<file path="src/rtl/mccoy_pkg.sv">
// Shared definitions for the exec_control sequencer and its ALU:
// widths, opcode encodings and FSM states.
package mccoy_pkg;

   localparam int DATA_W_DEF = 6;
   localparam int PC_W_DEF   = 6;

   localparam logic [2:0] OP_NOP = 3'b000;
   localparam logic [2:0] OP_LDI = 3'b001;
   localparam logic [2:0] OP_ADD = 3'b010;
   localparam logic [2:0] OP_SUB = 3'b011;
   localparam logic [2:0] OP_AND = 3'b100;
   localparam logic [2:0] OP_XOR = 3'b101;
   localparam logic [2:0] OP_ST  = 3'b110;
   localparam logic [2:0] OP_EXT = 3'b111;

   localparam logic [1:0] SUB_LD   = 2'b00;
   localparam logic [1:0] SUB_SHL  = 2'b01;
   localparam logic [1:0] SUB_SHR  = 2'b10;
   localparam logic [1:0] SUB_HALT = 2'b11;

   typedef enum logic [2:0] {
      ST_IDLE   = 3'd0,
      ST_DECODE = 3'd1,
      ST_EXEC   = 3'd2,
      ST_WRITE  = 3'd3,
      ST_HALT   = 3'd4
   } state_e;

   function automatic logic is_halt(input logic [7:0] ir);
      return (ir[7:5] == OP_EXT) && (ir[4:3] == SUB_HALT);
   endfunction

endpackage

</file>
<file path="src/rtl/mccoy_alu.sv">
// Combinational ALU: computes the new accumulator value and carry for one
// instruction, plus the write enables telling the sequencer what to commit.
module mccoy_alu
   import mccoy_pkg::*;
#(
   parameter int DATA_W = DATA_W_DEF
) (
   input  logic [2:0]        op_i,
   input  logic [1:0]        sub_i,
   input  logic [DATA_W-1:0] x8_i,
   input  logic [DATA_W-1:0] reg_i,
   input  logic [4:0]        imm_i,
   output logic [DATA_W-1:0] result_o,
   output logic              carry_o,
   output logic              carry_we_o,
   output logic              x8_we_o
);

   logic [DATA_W:0] sum_s;

   assign sum_s = {1'b0, x8_i} + {1'b0, reg_i};

   always_comb begin
      result_o   = x8_i;
      carry_o    = 1'b0;
      carry_we_o = 1'b0;
      x8_we_o    = 1'b0;
      case (op_i)
         OP_LDI: begin
            result_o = {{(DATA_W-5){1'b0}}, imm_i};
            x8_we_o  = 1'b1;
         end
         OP_ADD: begin
            result_o   = sum_s[DATA_W-1:0];
            carry_o    = sum_s[DATA_W];
            carry_we_o = 1'b1;
            x8_we_o    = 1'b1;
         end
         OP_SUB: begin
            result_o   = x8_i - reg_i;
            carry_o    = (x8_i < reg_i);
            carry_we_o = 1'b1;
            x8_we_o    = 1'b1;
         end
         OP_AND: begin
            result_o = x8_i & reg_i;
            x8_we_o  = 1'b1;
         end
         OP_XOR: begin
            result_o = x8_i ^ reg_i;
            x8_we_o  = 1'b1;
         end
         OP_EXT: begin
            case (sub_i)
               SUB_LD: begin
                  result_o = reg_i;
                  x8_we_o  = 1'b1;
               end
               SUB_SHL: begin
                  result_o   = {x8_i[DATA_W-2:0], 1'b0};
                  carry_o    = x8_i[DATA_W-1];
                  carry_we_o = 1'b1;
                  x8_we_o    = 1'b1;
               end
               SUB_SHR: begin
                  result_o   = {1'b0, x8_i[DATA_W-1:1]};
                  carry_o    = x8_i[0];
                  carry_we_o = 1'b1;
                  x8_we_o    = 1'b1;
               end
               default: begin
                  result_o = x8_i;
               end
            endcase
         end
         default: begin
            result_o = x8_i;
         end
      endcase
   end

endmodule

</file>
<file path="src/rtl/exec_control.sv">
// Sequencing/execute stage in front of the x0-x7 register file: fetches one
// instruction per handshake, executes it against x8 and owns pc and halt.
module exec_control
   import mccoy_pkg::*;
#(
   parameter int DATA_W = DATA_W_DEF,
   parameter int PC_W   = PC_W_DEF
) (
   input  logic              clk,
   input  logic              reset,
   input  logic [7:0]        instr,
   input  logic              instr_valid,
   output logic              instr_ready,
   input  logic [DATA_W-1:0] reg_out,
   output logic [2:0]        reg_addr,
   output logic              write_reg,
   output logic [DATA_W-1:0] x8,
   output logic [PC_W-1:0]   pc,
   output logic              zero,
   output logic              carry,
   output logic              halted
);

   state_e              state_q, state_d;
   logic [7:0]          ir_q, ir_d;
   logic [PC_W-1:0]     pc_q, pc_d;
   logic [DATA_W-1:0]   x8_q, x8_d;
   logic                zero_q, zero_d;
   logic                carry_q, carry_d;

   logic [DATA_W-1:0]   alu_result_s;
   logic                alu_carry_s;
   logic                alu_carry_we_s;
   logic                alu_x8_we_s;

   mccoy_alu #(.DATA_W(DATA_W)) u_alu (
      .op_i       (ir_q[7:5]),
      .sub_i      (ir_q[4:3]),
      .x8_i       (x8_q),
      .reg_i      (reg_out),
      .imm_i      (ir_q[4:0]),
      .result_o   (alu_result_s),
      .carry_o    (alu_carry_s),
      .carry_we_o (alu_carry_we_s),
      .x8_we_o    (alu_x8_we_s)
   );

   always_ff @(posedge clk) begin
      if (reset) begin
         state_q <= ST_IDLE;
      end else begin
         state_q <= state_d;
      end
   end

   always_comb begin
      state_d = state_q;
      case (state_q)
         ST_IDLE: begin
            if (instr_valid) state_d = ST_DECODE;
            else             state_d = ST_IDLE;
         end
         ST_DECODE: begin
            if (ir_q[7:5] == OP_ST) state_d = ST_WRITE;
            else if (is_halt(ir_q)) state_d = ST_HALT;
            else                    state_d = ST_EXEC;
         end
         ST_EXEC:  state_d = ST_IDLE;
         ST_WRITE: state_d = ST_IDLE;
         ST_HALT:  state_d = ST_HALT;
         default:  state_d = ST_IDLE;
      endcase
   end

   // Outputs decode only registered state, so they hold steady across the negedge.
   always_comb begin
      instr_ready = 1'b0;
      reg_addr    = 3'd0;
      write_reg   = 1'b0;
      halted      = 1'b0;
      case (state_q)
         ST_IDLE:   instr_ready = 1'b1;
         ST_DECODE: reg_addr = ir_q[2:0];
         ST_EXEC:   reg_addr = ir_q[2:0];
         ST_WRITE: begin
            reg_addr  = ir_q[2:0];
            write_reg = 1'b1;
         end
         ST_HALT:   halted = 1'b1;
         default:   instr_ready = 1'b0;
      endcase
   end

   always_comb begin
      ir_d    = ir_q;
      pc_d    = pc_q;
      x8_d    = x8_q;
      zero_d  = zero_q;
      carry_d = carry_q;
      if (state_q == ST_IDLE && instr_valid) begin
         ir_d = instr;
         pc_d = pc_q + PC_W'(1);
      end else if (state_q == ST_EXEC) begin
         if (alu_x8_we_s) begin
            x8_d   = alu_result_s;
            zero_d = (alu_result_s == '0);
         end else begin
            x8_d = x8_q;
         end
         if (alu_carry_we_s) carry_d = alu_carry_s;
         else                carry_d = carry_q;
      end else begin
         ir_d = ir_q;
      end
   end

   always_ff @(posedge clk) begin
      if (reset) begin
         ir_q    <= 8'd0;
         pc_q    <= '0;
         x8_q    <= '0;
         zero_q  <= 1'b0;
         carry_q <= 1'b0;
      end else begin
         ir_q    <= ir_d;
         pc_q    <= pc_d;
         x8_q    <= x8_d;
         zero_q  <= zero_d;
         carry_q <= carry_d;
      end
   end

   assign x8    = x8_q;
   assign pc    = pc_q;
   assign zero  = zero_q;
   assign carry = carry_q;

endmodule

</file>
<file path="config.mk">
export PLATFORM = sky130hd
export DESIGN_NAME = exec_control
export DESIGN_NICKNAME = d
export VERILOG_FILES = /design/src/rtl/mccoy_pkg.sv /design/src/rtl/mccoy_alu.sv /design/src/rtl/exec_control.sv
export SDC_FILE = /design/constraint.sdc
export NUM_CORES = 1
export LEC_CHECK = 0
export ABC_AREA = 1
export CORE_MARGIN = 1
export CORE_UTILIZATION = 30
export CTS_BUF_LIST = sky130_fd_sc_hd__clkbuf_8
export CTS_CLUSTER_DIAMETER = 80
export CTS_CLUSTER_SIZE = 12
export DETAILED_ROUTE_END_ITERATION = 8
export GPL_TIMING_DRIVEN = 0
export PLACE_DENSITY_LB_ADDON = 0.1
export SLEW_MARGIN = 15
export SYNTH_ARGS = -nofsm -noshare
export SYNTH_HDL_FRONTEND = slang
export SYNTH_SLANG_ARGS = --single-unit
</file>
<file path="constraint.sdc">
create_clock -name clk -period 3.46 [get_ports clk]
set_clock_uncertainty 0.1 [all_clocks]
set_input_delay 0.865 -clock clk [delete_from_list [all_inputs] [get_ports clk]]
set_output_delay 0.865 -clock clk [all_outputs]
set_load 0.01 [all_outputs]
</file>
Yosys cells after proc, flatten, opt, wreduce, memory -nomap -nowiden
Cells that the tools add are included.
Storage, ports and cells
  bits in registers: 25
  bits in latches: 0
  RAM bits: 0
  bits in read-only memories: 0
  bits of input ports: 17
  output and inout port bits: 20
  logic and storage cells: 55
  memories: 0
Cells by class
  add/sub/neg operators: 3
  multiply operators: 0
  div/mod/pow operators: 0
  magnitude comparators: 1
  eq/ne operators: 14
  shift-type cells: 0
  mux-type cells: 16
  bitwise gates (word level): 3
  reductions and logical operators: 12
Operator list (count)
  $pmux 6 s6: 1
  $pmux 6 s3: 1
  $eq 3x3->1 const B: 5
  $eq 3x2->1 const B: 4
  $mux 3: 3
  $pmux 3 s3: 1
  $add 6x6->7: 1
  $add 6x1->6 const B: 1
  $and 6x6->6: 1
  $eq 3x1->1 const B: 2
  $logic_not 6->1: 1
  $lt 6x6->1: 1
  $mux 1: 6
  $pmux 1 s2: 3
  $reduce_and 3->1: 2
  $reduce_or 3->1: 2
  $sub 6x6->6: 1
  $xor 6x6->6: 1
  $reduce_or 5->1: 1
  $eq 2x2->1 const B: 2
  $reduce_or 2->1: 2
  $logic_not 3->1: 1
  $pmux 1 s3: 1
  $eq 2x1->1 const B: 1
  other kinds (3): 4

Depth between registers and ports, before layout
Gate-level depths: netlist of the first run.
  depth in word-level cells: 5
  gate-level depth with buffers: 15

Cells and area by module
Synthesis of the first run repeated with hierarchy kept, for this count alone.
Second synthesis, totals
  cells, all modules: 346
  area total of the unflattened synthesis: 2153.3 sq um
By module, submodules not included
  mccoy_alu: instances 1, cells an instance 205, area an instance 1098.6 sq um, seq. area each 0.0 sq um
  exec_control: instances 1, cells an instance 141, area an instance 1054.8 sq um, seq. area each 500.5 sq um

Least setup slack after synthesis of the first run
OpenSTA, ideal clock, no wires.
  path type: input port to flip-flop
  start point: input port reg_out[0]
  end point: register zero_q (netlist: zero)
  arrival: 2299 ps
  required time: 3293 ps
  setup slack: 994 ps
  cell stages on the path: 11
  cells stage by stage: ha_1 > inv_1 > fa_1 > or2_2 > nand3_1 > nand3_1 > nor2_1 > nand3_1 > nor2_1 > nand3_1 > a21oi_2
On the way
  cells in the longest elaborated chain, start to end: 3
  elaborated cells between the ends (all ways): 7
Ends and longest elaborated chain
  from (decl): RTL line exec_control.sv:14  | input logic [DATA_W-1:0] reg_out,
  $sub 6x6->6, or another cell as far along: RTL line mccoy_alu.sv:40  | result_o = x8_i - reg_i;
  $pmux 6 s6 *: RTL line mccoy_alu.sv:28  | case (op_i)
  $logic_not 6->1 *: RTL line exec_control.sv:106  | zero_d = (alu_result_s == '0);
  to (signal assigned): RTL line exec_control.sv:128  | zero_q <= zero_d;
  to (decl): RTL line exec_control.sv:28  | logic zero_q, zero_d;
Every way passes the cells marked *; elsewhere a longest branch is shown, timed or not.
A chain may end at the register's enable or synchronous reset.

Worst setup path after layout of the first run
Same ends and word-level chain as after synthesis.

==> impl_metrics.yaml, run 1 <==
run_status:
  outcome: "finished, final reports clean"
floorplan:
  rows: 30
  die_h_um: 85.9
  coreArea_um2: 6790
  initial_utilization: 0.311
  die_w_um: 85.9
  die-area_um2: 7380
  ios: 37
min_path:
  hold_class: "reg -> reg"
yosys:
  synth_nets: 373
  netlist.area_leader.share: 0.237
  synth_commonest_cells: "nand2_1 (78), inv_1 (49), nand3_1 (36), nor2_1 (33), dfxtp_1 (25)"
  yosysSeqAreaShare: 0.237
  synth-seq-cells: 25
  synth.distinct_cells: 33
  syn_area_per_cell_um2: 6.29
  synth_area_leaders: "dfxtp_1 (24%), nand2_1 (14%), ha_1 (11%)"
  synth_top_area_cell: "dfxtp_1"
  synth_edf_count: 0
  synth_async_sr_flop_share: 0
  yosysMostFrequentCell: "nand2_1"
  synthCells: 336
  yosys_warnings: 0
  synthFlopType: "dfxtp_1"
  netlist_area_um2: 2110
critical_path:
  crit_path_end_kind: "flip-flop"
  crit_fanout: 3
  worst_setup_path_start_kind: "primary input"
  worst_ep_required_time_ns: 3.57
  worstPathArrival_ns: 3.17
  worstSetupPathType: "in -> reg"
placed_design:
  hpwl_um: 4950
  port_buffers: 35
  dpl_cell_area_um2: 2580
  pre_cts_slack_ns: 0.142
  gp_congestion: 0.836
timing:
  hold_viol: 0
  rsz0062_at_grt: "no"
  worst_slew_pin_slew_ns: 0.527
  maxClockFrequency_mhz: 327
  slew_violations: 0
  setup_ws_ns: 0.402
  setup_tns_ns: 0
  max_slew_margin: 0.647
  period_needed_ns: 3.06
  setup-violations-final: 0
  hold-worst-slack_ns: 0.381
  period_share: 0.884
global_route:
  overflow: 0
  grt_start_max_net_pins: 14
  antenna_found_initial: 0
  grt_use_total: 0.173
  grt_pass1_vias: 2130
  grt_pass1_wl_um: 10200
final_layout:
  area_delta_synth_final_pct: 24.4
  n_antenna_cell: 0
  fin_area_um2: 2630
  layout.nets: 413
  drive_above_1_share: 0.0560
drt:
  first_pass_iters: 4
  ant_nets: 0
  routed_wl_um: 6050
  drt-vias-per-instance: 4.69
  num_vias: 2209
  wl_per_cell_um: 12.8
  drcViolationCount: 0
  drt_iter0_drc: 85
clock_network:
  cts_tree: "done"
  htree_levels: 1
  ctsHoldBuffers: 0
  cts_max_path_buffers: 2
  cts_setup_buffers: 0
  clk_pin_slew_ns: 0.08
  insertion_delay_ns: 0.27
  numCtsBuffers: 3
  cts-root-buf: "clkbuf_8"
  cts_num_sinks: 25
  ctsResizeCount: 0
power:
  vdd_drop_max_mv: 0.167
  static-leakage-power_uw: 0.00119
  power_uw: 712
  p_per_area_nw_per_um2: 271
run:
  drv_cap: 0
==> area by class of cell <==
cell class              instances  area (um2)
clock inverters                 1        3.75
fillers                       770        4170
clock buffers                   3        41.3
repair buffers                 35         350
multi-input cells             252        1380
inverters                      53         201
well taps                      96         120
flip-flops and latches         25         500
plain buffers                   6        36.3
==> where the power goes <==
group | internal, uW | leakage (uW) | total (uW) | switching [uW]
logic | 88.1 | 0.000963 | 223 | 135
registers | 303 | 0.000204 | 319 | 15.9
clock network | 79.4 | 0.0000269 | 170 | 90.7
total | 470 | 0.00119 | 712 | 242
==> state kept, by name (all words and copies together) (netlist names) <==
name / cells
ir_q: 8
pc: 6
x8: 6
state_q: 3
carry: 1
zero: 1
==> metal layers <==
metal | track usage | share of wire
met1 | 0.227 | 0.50
met5 | 0 | 0
met2 | 0.304 | 0.46
met3 | 0.0144 | 0.026
met4 | 0.0439 | 0.0094
==> logic make-up after synthesis <==
logic type               share of synthesized area
adder cells (fa/ha/maj)                      0.126
XOR/XNOR                                   0.00415
AO/OA/AOI/OAI                                0.146
AND/OR/NAND/NOR                              0.375
buffers and inverters                        0.112
flip-flops                                   0.237
==> worst paths after layout <==
path              startpoint  endpoint  slack [ns]  depth (start not counted)
hold reg to reg      ir_q[0]   ir_q[0]        0.38                          2
hold / removal       ir_q[0]   ir_q[0]        0.38                          2
setup / recovery  reg_out[0]      zero        0.40                         12
setup reg to reg       x8[0]      zero        1.01                         12
==> worst max-delay path: stages <==
cell	delay, ns
clkdlybuf4s50_1	0.54
ha_1	0.18
inv_1	0.08
fa_1	0.42
or2_2	0.31
nand3_1	0.10
nand3_1	0.14
nor2_1	0.13
nand3_1	0.09
nor2_1	0.10
nand3_1	0.09
a21oi_2	0.12
==> metrics by stage <==
step / instances / utilization
after floorplan: 336 / -
after global placement: 467 / 0.380
after detailed placement: 467 / 0.380
after CTS: 471 / 0.387
after global routing: 471 / 0.387
final: 471 / 0.387
==> placed cells by master (no fill, tap or decap), drive strengths merged <==
cell type      count
nand4              9
a21oi             25
nor3               6
o211ai             3
xor2               1
nor2              35
dfxtp             25
o221ai             1
a211oi             1
o21ai             24
ha                18
fa                 2
nand2             81
a31oi              2
nor3b              2
a21boi             1
clkdlybuf4s50     35
clkbuf             5
buf                4
inv               54
nand3             38
or2                3
Note: power is estimated with default switching activity, not from simulation.
==> inputs of run 2 (changes only) <==
--- a/config.mk
+++ b/config.mk
@@ -6,6 +6,7 @@
 export NUM_CORES = 1
 export LEC_CHECK = 0
 export ABC_AREA = 1
+export CAP_MARGIN = 20
 export CORE_MARGIN = 1
 export CORE_UTILIZATION = 30
 export CTS_BUF_LIST = sky130_fd_sc_hd__clkbuf_8
==> results of run 2 <==
No change in the layout: final DEF, timing and power equal those of run 1.
==> inputs of run 3 (changes only) <==
--- a/config.mk
+++ b/config.mk
@@ -6,7 +6,7 @@
 export NUM_CORES = 1
 export LEC_CHECK = 0
 export ABC_AREA = 1
-export CAP_MARGIN = 20
+export CAP_MARGIN = 25
 export CORE_MARGIN = 1
 export CORE_UTILIZATION = 30
 export CTS_BUF_LIST = sky130_fd_sc_hd__clkbuf_8
==> results of run 3 <==
No change in the layout: final DEF, timing and power equal those of run 1.
